**config.mk**
```make
export PLATFORM = sky130hd
export DESIGN_NAME = exe_divider
export DESIGN_NICKNAME = d
export VERILOG_FILES = /design/src/rtl/exe_divider_pkg.sv /design/src/rtl/exe_divider.sv
export SDC_FILE = /design/constraint.sdc
export NUM_CORES = 1
export LEC_CHECK = 0
export ABC_CLOCK_PERIOD_IN_PS = 14200
export BUFFER_PORTS_ARGS = -buffer_cell sky130_fd_sc_hd__buf_2
export CORE_MARGIN = 3
export CORE_UTILIZATION = 60
export DETAILED_ROUTE_END_ITERATION = 10
export GPL_TIMING_DRIVEN = 0
export PLACE_DENSITY = 0.79
export SLEW_MARGIN = 20
export SYNTH_ARGS = -nofsm -noshare
export SYNTH_HDL_FRONTEND = slang
export SYNTH_SLANG_ARGS = --single-unit
```
**constraint.sdc**
```tcl
create_clock -name clock -period 14.2 [get_ports clock]
set_clock_uncertainty 0.2 [all_clocks]
set_input_delay 2.84 -clock clock [delete_from_list [all_inputs] [get_ports clock]]
set_output_delay 2.84 -clock clock [all_outputs]
set_load 0.03 [all_outputs]
```
**src/rtl/exe_divider_pkg.sv**
```systemverilog
// -----------------------------------------------------------------------------
// exe_divider_pkg
// Shared constants and types for the execute-stage divider:
//   DATALENGTH / ZEROWORD  - datapath width and all-zero word
//   div_op_e               - isDivE encodings (DIV_NONE, DIV_SIGNED, DIV_UNSIGNED)
//   div_state_e            - divider FSM state encodings
//   COUNT_W / LAST_COUNT   - iteration counter width and final step index
//   neg_if()               - conditional two's-complement negation
// -----------------------------------------------------------------------------
package exe_divider_pkg;

    localparam int                    DATALENGTH = 32;
    localparam logic [DATALENGTH-1:0] ZEROWORD   = '0;

    localparam int                 COUNT_W    = $clog2(DATALENGTH);
    localparam logic [COUNT_W-1:0] LAST_COUNT = COUNT_W'(DATALENGTH - 1);

    // 2'b11 is not a valid request and is handled exactly like DIV_NONE.
    typedef enum logic [1:0] {
        DIV_NONE     = 2'b00,
        DIV_SIGNED   = 2'b01,
        DIV_UNSIGNED = 2'b10,
        DIV_RSVD     = 2'b11
    } div_op_e;

    typedef enum logic [1:0] {
        ST_IDLE = 2'b00,
        ST_BUSY = 2'b01,
        ST_DONE = 2'b10
    } div_state_e;

    // Two's-complement negation when 'negate' is set; also serves as |x|
    // when 'negate' is the sign bit of x.
    function automatic logic [DATALENGTH-1:0] neg_if(
        input logic [DATALENGTH-1:0] value,
        input logic                  negate
    );
        return negate ? (ZEROWORD - value) : value;
    endfunction

endpackage

```
**src/rtl/exe_divider.sv**
```systemverilog
// -----------------------------------------------------------------------------
// exe_divider
// Multi-cycle 32-bit restoring divider for the execute stage (DIV / DIVU).
// One request is captured in IDLE, 32 shift-subtract steps run in BUSY, and
// the sign-corrected result is registered on entry to DONE, where it is held
// while the pipeline is stalled elsewhere.
//
// Ports:
//   clock      in   rising-edge clock
//   reset      in   asynchronous, active-high reset
//   isDivE     in   2'b01 signed DIV, 2'b10 unsigned DIVU, otherwise none
//   SrcAE      in   dividend (rs)
//   SrcBE      in   divisor (rt)
//   FlushE     in   cancels an in-flight division / blocks a start
//   StallIn    in   pipeline held by another source; hold DONE
//   StallDivE  out  stall request for F/D/E while dividing
//   DivValidE  out  HiDivE/LoDivE carry a valid result this cycle
//   HiDivE     out  remainder
//   LoDivE     out  quotient
//
// Build option:
//   DIV_EARLY_OUT_EN  when defined, a zero divisor skips BUSY and goes from
//                     IDLE straight to DONE with the divide-by-zero result.
// -----------------------------------------------------------------------------
module exe_divider
    import exe_divider_pkg::*;
(
    input  logic                  clock,
    input  logic                  reset,
    input  logic [1:0]            isDivE,
    input  logic [DATALENGTH-1:0] SrcAE,
    input  logic [DATALENGTH-1:0] SrcBE,
    input  logic                  FlushE,
    input  logic                  StallIn,
    output logic                  StallDivE,
    output logic                  DivValidE,
    output logic [DATALENGTH-1:0] HiDivE,
    output logic [DATALENGTH-1:0] LoDivE
);

    div_state_e              r_state;
    div_state_e              w_state_next;
    logic [COUNT_W-1:0]      r_count;
    logic [DATALENGTH-1:0]   r_rem;       // partial remainder
    logic [DATALENGTH-1:0]   r_quo;       // dividend bits shift out, quotient bits shift in
    logic [DATALENGTH-1:0]   r_div;       // divisor magnitude
    logic                    r_sign_a;    // dividend negative (signed op only)
    logic                    r_sign_b;    // divisor negative (signed op only)
    logic                    r_div_zero;
    logic [DATALENGTH-1:0]   r_hi;
    logic [DATALENGTH-1:0]   r_lo;

    div_op_e                 w_op;
    logic                    w_req;
    logic                    w_is_signed;
    logic                    w_zero_div;
    logic                    w_start;
    logic                    w_finish;
    logic                    w_stall;
    logic                    w_valid;

    logic [DATALENGTH:0]     w_shift;
    logic [DATALENGTH:0]     w_diff;
    logic                    w_fits;
    logic [DATALENGTH-1:0]   w_rem_step;
    logic [DATALENGTH-1:0]   w_quo_step;
    logic [DATALENGTH-1:0]   w_hi_fixed;
    logic [DATALENGTH-1:0]   w_lo_fixed;

    assign w_op        = div_op_e'(isDivE);
    assign w_is_signed = (w_op == DIV_SIGNED);
    assign w_req       = (w_op == DIV_SIGNED) || (w_op == DIV_UNSIGNED);
    assign w_zero_div  = (SrcBE == ZEROWORD);

    // One restoring step: shift the next dividend bit into the remainder and
    // subtract the divisor if it fits. The 33-bit shift cannot overflow
    // because the remainder is always below the divisor.
    assign w_shift    = {r_rem, r_quo[DATALENGTH-1]};
    assign w_diff     = w_shift - {1'b0, r_div};
    assign w_fits     = ~w_diff[DATALENGTH];
    assign w_rem_step = w_fits ? w_diff[DATALENGTH-1:0] : w_shift[DATALENGTH-1:0];
    assign w_quo_step = {r_quo[DATALENGTH-2:0], w_fits};

    // Sign fix-up on the final step's values. A zero divisor yields an
    // all-ones magnitude quotient, which the sign rule would corrupt, so the
    // quotient is forced; the remainder (|A| re-signed) already equals A.
    assign w_hi_fixed = neg_if(w_rem_step, r_sign_a);
    assign w_lo_fixed = r_div_zero ? '1 : neg_if(w_quo_step, r_sign_a ^ r_sign_b);

    // NOTE: state registers use non-blocking assignments so every flop samples
    // pre-edge values regardless of block ordering.
    always_ff @(posedge clock or posedge reset) begin
        if (reset) begin
            r_state <= ST_IDLE;
        end else begin
            r_state <= w_state_next;
        end
    end

    // NOTE: every output of this block gets a default first so no path can
    // leave a value unassigned and infer a latch.
    always_comb begin
        w_state_next = r_state;
        w_start      = 1'b0;
        w_finish     = 1'b0;
        w_stall      = 1'b0;
        w_valid      = 1'b0;
        case (r_state)
            ST_IDLE: begin
                // Stall is raised in the capture cycle itself; gated by reset so
                // it reads zero while reset is held.
                if (w_req && !FlushE && !reset) begin
                    w_start = 1'b1;
                    w_stall = 1'b1;
`ifdef DIV_EARLY_OUT_EN
                    w_state_next = w_zero_div ? ST_DONE : ST_BUSY;
`else
                    w_state_next = ST_BUSY;
`endif
                end
            end
            ST_BUSY: begin
                w_stall = 1'b1;
                if (FlushE) begin
                    w_state_next = ST_IDLE;
                end else if (r_count == LAST_COUNT) begin
                    w_finish     = 1'b1;
                    w_state_next = ST_DONE;
                end
            end
            ST_DONE: begin
                w_valid = 1'b1;
                if (FlushE || !StallIn) begin
                    w_state_next = ST_IDLE;
                end
            end
            default: begin
                w_state_next = ST_IDLE;
            end
        endcase
    end

    // NOTE: the datapath is fully reset because the result registers drive
    // outputs that must read zero after reset; the rest follows for simplicity.
    always_ff @(posedge clock or posedge reset) begin
        if (reset) begin
            r_count    <= '0;
            r_rem      <= ZEROWORD;
            r_quo      <= ZEROWORD;
            r_div      <= ZEROWORD;
            r_sign_a   <= 1'b0;
            r_sign_b   <= 1'b0;
            r_div_zero <= 1'b0;
            r_hi       <= ZEROWORD;
            r_lo       <= ZEROWORD;
        end else if (w_start) begin
            r_count    <= '0;
            r_rem      <= ZEROWORD;
            r_quo      <= neg_if(SrcAE, w_is_signed & SrcAE[DATALENGTH-1]);
            r_div      <= neg_if(SrcBE, w_is_signed & SrcBE[DATALENGTH-1]);
            r_sign_a   <= w_is_signed & SrcAE[DATALENGTH-1];
            r_sign_b   <= w_is_signed & SrcBE[DATALENGTH-1];
            r_div_zero <= w_zero_div;
`ifdef DIV_EARLY_OUT_EN
            if (w_zero_div) begin
                r_hi <= SrcAE;
                r_lo <= '1;
            end
`endif
        end else if (r_state == ST_BUSY) begin
            r_rem   <= w_rem_step;
            r_quo   <= w_quo_step;
            r_count <= r_count + COUNT_W'(1);
            if (w_finish) begin
                r_hi <= w_hi_fixed;
                r_lo <= w_lo_fixed;
            end
        end
    end

    assign StallDivE = w_stall;
    assign DivValidE = w_valid;
    assign HiDivE    = r_hi;
    assign LoDivE    = r_lo;

endmodule
```
Word-level counts from Yosys, hierarchy flattened
Index checks and enable logic that the tools add are counted.

cells by class
  $add $sub $neg = 6
  multiplexer cells = 24
  bitwise logic cells = 5
  reductions and logical operators = 12
  equality and inequality tests = 8

operators with widths
  cell                                                  number
  two-way mux 32 bit                                    10
  subtractor 1 x 32 -> 32 bit (first input constant)    4
  subtractor 33 x 32 -> 33 bit                          1
  zero test 32 bit                                      1
  two-way mux 5 bit                                     2
  two-way mux 2 bit                                     4
  two-way mux 1 bit                                     6
  case mux 2 bit (3 select lines)                       1
  AND reduction 3 bit                                   2
  adder 5 x 1 -> 5 bit (second input constant)          1
  equality test 5 bit (second input constant)           1
  equality test 2 x 1 -> 1 bit (second input constant)  2
  equality test 2 bit (second input constant)           2
  != test 2 bit (second input constant)                 2
  zero test 1 bit                                       3
  != test 3 bit (second input constant)                 1
  AND 1 bit                                             2
  logical AND 1 bit                                     2
  zero test 2 bit                                       1
  logical OR 1 bit                                      2
  inverter 1 bit                                        2
  case mux 1 bit (2 select lines)                       1
  nonzero test 2 bit                                    1
  bitwise XOR 1 bit                                     1

word-level totals
  word-level logic and storage cells = 65
  output and inout bits = 66
  input bits = 70
  bits in registers = 170

Depth between registers and ports, before layout
  depth after elaboration = 8
  depth in mapped cells = 25
  depth with buffers taken out = 22

Worst setup path before layout
OpenSTA, ideal clock, no wires.

  path kind = input to output
  start point = input port isDivE[1]
  end point = output port StallDivE
  cell stages on the path = 7
  data required time = 11.160 ns
  slack = 7.082 ns
  arrival = 4.078 ns
  buffers on the path = 1
  cell sequence = inv_1 -> ha_1 -> nor3_1 -> and2_1 -> nor2_1 -> clkbuf_1 -> inv_1

on the way
  longest elaborated chain between the ends = 6
  elaborated cells on any way between the ends = 7
  classes of those cells = eq/ne: 2; mux: 2; reduce/logical: 3

RTL lines
  item                                                                 RTL line            RTL
  start, declared                                                      exe_divider.sv:30   input logic [1:0] isDivE,
  equality test 2 x 1 -> 1 bit or equality test 2 bit (tied branches)  exe_divider.sv:72   assign w_req = (w_op == DIV_SIGNED) || (w_op == DIV_UNSIGNED);
  logical OR 1 bit *                                                   exe_divider.sv:72
  logical AND 1 bit * (2 in series)                                    exe_divider.sv:112  if (w_req && !FlushE && !reset) begin
  two-way mux 1 bit *                                                  exe_divider.sv:112
  case mux 1 bit (2 select lines) *                                    exe_divider.sv:108  case (r_state)
  end, declared                                                        exe_divider.sv:35   output logic StallDivE,

Mark *: on every way between the ends. The rest lies on a longest branch, timed or not.

Worst setup path in the final report
  start point = input port isDivE[0]
  end point = output port StallDivE

Same word-level chain as after synthesis.

==> reports/results.txt <==
The global routing usage on met1 is 0.4916, and the total number of yosys warnings is 0. Static timing analysis puts the maximum clock frequency at 0.1281 GHz. Met3 routing resource usage after global routing: 0.06238. The routed design has 37,160 microns of wire. Of all nets on the critical path, the largest fanout is 10. For the iteration count of the initial detailed-routing pass, the log shows 6. After routing, the total negative slack on setup checks comes to 0 ns. The congestion estimate from routability-driven global placement came to 1.004. The netlist area before placement was 0.01184 sq mm. The number of enable-type register cells in the synthesized netlist works out to 0. The average instance area after synthesis is 8.179 sq um, and the initial detailed-routing violation count is 1,300. The repair_antennas step left the layout with diodes totalling 0. Setup violations remaining at the end of the flow were counted as 0.

The number of port buffers works out to 135. The finished layout holds 1,876 standard cells, fillers aside. The layout has 1,572 filler cells. The number of slew-limit violations in the final report was 0. In this run the remaining antenna-violating nets after routing total 0.

The first global-routing pass estimated 58,820 microns of wire. For this run, the leading register cell type out of synthesis is sky130_fd_sc_hd__dfrtp_1. The tightest min-delay check is of the reg -> reg type. For the count of buffers added by post-CTS timing repair for setup, the log shows 0. The floorplan step defined a die boundary enclosing 0.02145 sq mm.

Sorting the synthesized cells by area gives the leading types as sky130_fd_sc_hd__dfrtp_1, sky130_fd_sc_hd__o21ai_0, sky130_fd_sc_hd__xnor2_1. For flop-to-flop paths, the worst setup slack is 6.61 ns. From left edge to right edge, the die measures 146.4 microns. For the finished layout, the period the worst path requires is 7.803 ns. Detailed routing inserted a total of 11,761 vias. Synthesis inferred 170 register bits.

The proportion of netlist area held by the largest area contributor works out to 0.3594. The run finished with clean final reports. The worst setup path is captured at an output port.

In this run the most critical hold path is launched from r_div[14]. In this run the critical register-to-register path is captured at HiDivE[24]. The worst hold path terminates at r_div[14]. The floorplan step set the die height to 146.4 microns. Sorting the synthesized cells by how often they occur yields sky130_fd_sc_hd__o21ai_0, sky130_fd_sc_hd__nand2_1, sky130_fd_sc_hd__dfrtp_1, sky130_fd_sc_hd__nor2_1, sky130_fd_sc_hd__a21oi_1. For the pin count of the biggest net entering global routing, the log shows 87.

The run gives 4 as the number of H-tree levels. The number of buffers added by the clock tree synthesis step came out at 17. Setup repair after global routing left no endpoint under its margin. Clock-pin slew was measured on the worst setup and hold paths at 0.07 ns. The async set-reset flop share out of synthesis works out to 1.000. At the pin with the least slew margin, the transition time is 1.052 ns. The run gives 1,447 as the cell count after synthesis. The tools report the area of the core as 0.01902 sq mm. The tools report the portion of the post-synthesis area used by sequential elements as 0.3594. The worst hold path passes through 2 cells. The setup path with the least slack is of type in -> out. The total half-perimeter wirelength after legalization and detailed placement is 28,720 microns.

The clock passes through at most 2 buffers. The number of cells on the worst reg-to-reg path is 24. TritonCTS built the clock tree.

The number of sinks handled by clock tree synthesis came out at 170. The run gives 50 as the number of standard-cell rows in the floorplan. The layer flagged by global routing as most heavily used is met2. Library cell occupying the most area in the post-synthesis netlist: sky130_fd_sc_hd__dfrtp_1. The initial antenna violation count is 0, and the initial cell density of the core is 0.6223. Global routing finished with a remaining overflow of 0.

The tree is rooted in a sky130_fd_sc_hd__clkbuf_16. Pin placement for this block handled 136 I/O pins. The number of gates resized after CTS was 0.

Buffers inserted to repair hold after CTS numbered 0. The run gives 0 as the hold violation count in the final report. The max capacitance violation total was 0; the number of instances in the placed design was 1,844. Fraction of final layout cells sized beyond drive strength 1: 0.1300. In the routed design, unresolved DRC markers number 0. At the later pin of the worst-skew pair, clock insertion delay measures 0.44 ns. For this design the ratio of total power to cell area is 254.6 mW/mm^2.

The vias per cell is 6.269. After synthesis, the netlist uses 75 different library cells. The tools report the final layout net count as 1,713. The startpoint identified for the worst register-to-register timing path is r_div[0]. The final design utilization is 0.7094, and the fraction of the cycle the final worst path needs is 0.5495. The headroom to the max-slew limit is 0.2889, and the via count of the first global-routing pass is 11,056. STA classifies the critical path startpoint as an input port. sky130_fd_sc_hd__o21ai_0 is the most common cell in the netlist. The leakage power figure was 5.929 nW; the area growth from synthesis to layout was 14.00%. The number of nets handed over by synthesis was 1,557. The final routed wire length divided by cell count works out to 19.81 microns. Required time of the critical path: 11.16 ns. The logs give 0.5337 for the met2 routing resource usage after global routing and 143.3 uV for the maximum vdd drop.

The logs give 0.3395 for the total global routing track utilization and 4.76 ns for the arrival time of the worst setup path.
-- where the power goes --
group | internal, W | total, W | switching, W
Sequential | 0.000607 | 0.000777 | 0.000170
Combinational | 0.000758 | 0.00217 | 0.00141
Clock | 0.000267 | 0.000492 | 0.000224
-- cell type report --
type	count	area, sq um	area share
Sequential cell	170	4254	0.3153
Clock inverter	14	178.9	0.01326
Buffer	77	314.1	0.02328
Multi-Input combinational cell	1140	7044	0.5221
Clock buffer	18	429.2	0.03181
Timing Repair Buffer	137	710.7	0.05268
Inverter	60	235.2	0.01743
Tap cell	260	325.3	0.02411
-- registers in the layout, indices dropped and copies added, names as in the netlist --
signal      count
HiDivE         32
LoDivE         32
r_div          32
r_quo          32
r_rem          32
r_count         5
r_state         2
r_div_zero      1
r_sign_a        1
r_sign_b        1
-- cell usage in the layout (no fill, tap or decap), types with 7 or more instances in the layout --
cell,synthesis,routed
sky130_fd_sc_hd__clkbuf_16,0,17
sky130_fd_sc_hd__nand3_1,31,31
sky130_fd_sc_hd__nand2b_1,10,10
sky130_fd_sc_hd__o211ai_1,9,9
sky130_fd_sc_hd__xor2_1,61,61
sky130_fd_sc_hd__nor2b_1,7,7
sky130_fd_sc_hd__ha_1,39,39
sky130_fd_sc_hd__o31ai_1,15,15
sky130_fd_sc_hd__dfrtp_1,170,170
sky130_fd_sc_hd__o41ai_1,13,13
sky130_fd_sc_hd__a31oi_1,15,15
sky130_fd_sc_hd__a22oi_1,33,33
sky130_fd_sc_hd__nor2_1,127,127
sky130_fd_sc_hd__a21oi_1,112,112
sky130_fd_sc_hd__mux2i_1,30,30
sky130_fd_sc_hd__xnor2_1,76,76
sky130_fd_sc_hd__nand4_1,13,13
sky130_fd_sc_hd__inv_1,58,57
sky130_fd_sc_hd__nand2_1,177,177
sky130_fd_sc_hd__a21o_1,14,14
sky130_fd_sc_hd__nor3_1,34,33
sky130_fd_sc_hd__clkbuf_1,62,63
sky130_fd_sc_hd__buf_2,11,146
sky130_fd_sc_hd__or4_1,7,7
sky130_fd_sc_hd__o21ai_0,187,187
sky130_fd_sc_hd__or3_1,16,16
sky130_fd_sc_hd__nor4_1,16,16
sky130_fd_sc_hd__and2_1,12,12
-- critical path: stages --
cell and delay (ns):
sky130_fd_sc_hd__buf_2 0.11, sky130_fd_sc_hd__ha_1 0.28, sky130_fd_sc_hd__nor3_1 0.29, sky130_fd_sc_hd__and2_1 0.30, sky130_fd_sc_hd__nor2_1 0.12, sky130_fd_sc_hd__clkbuf_1 0.29
sky130_fd_sc_hd__inv_1 0.28, sky130_fd_sc_hd__buf_2 0.24
-- metal layers --
metal	part of all wire	vias to the layer above
li1	-	5455
met1	0.44	5641
met2	0.45	603
met3	0.096	62
met4	0.018	0
met5	0	-
-- through the flow --
step | area [sq um] | hold WS [ns] | power (W) | setup WS, ns
global route | 13490 | 0.2946 | 0.003649 | 6.308
CTS | 13490 | 0.2776 | 0.003369 | 6.433
floorplan | 11840 | 0.2498 | 0.002264 | 6.557
finish | 13490 | 0.2761 | 0.003435 | 6.397
global placement | 12840 | 0.2585 | 0.002830 | 4.664
detailed placement | 12880 | 0.2597 | 0.002861 | 6.408
-- logic make-up (layout without fill, tap and decap cells) --
logic type | after synthesis | count (layout) | share of synthesized area
muxes | 37 | 37 | 0.03235
buffers and inverters | 137 | 306 | 0.04578
and+or+nand+nor | 480 | 480 | 0.1878
adders and majority gates | 40 | 40 | 0.04292
xor gates and xnor gates | 138 | 138 | 0.1037
DFF | 170 | 170 | 0.3594
AOI/OAI and AO/OA | 445 | 445 | 0.2280
-- worst max path at each step --
stage / slack (ns) / cells past startpoint / endpoint / from
after floorplan: 6.56 / 1 / HiDivE[0] / reset
after global routing: 6.31 / 9 / StallDivE / isDivE[1]
after CTS: 6.43 / 8 / StallDivE / isDivE[0]
after detailed placement: 6.41 / 9 / StallDivE / isDivE[1]
final: 6.40 / 8 / StallDivE / isDivE[0]
after global placement: 4.66 / 2 / r_rem[19] / reset
Power figures use the tool's default switching activity.
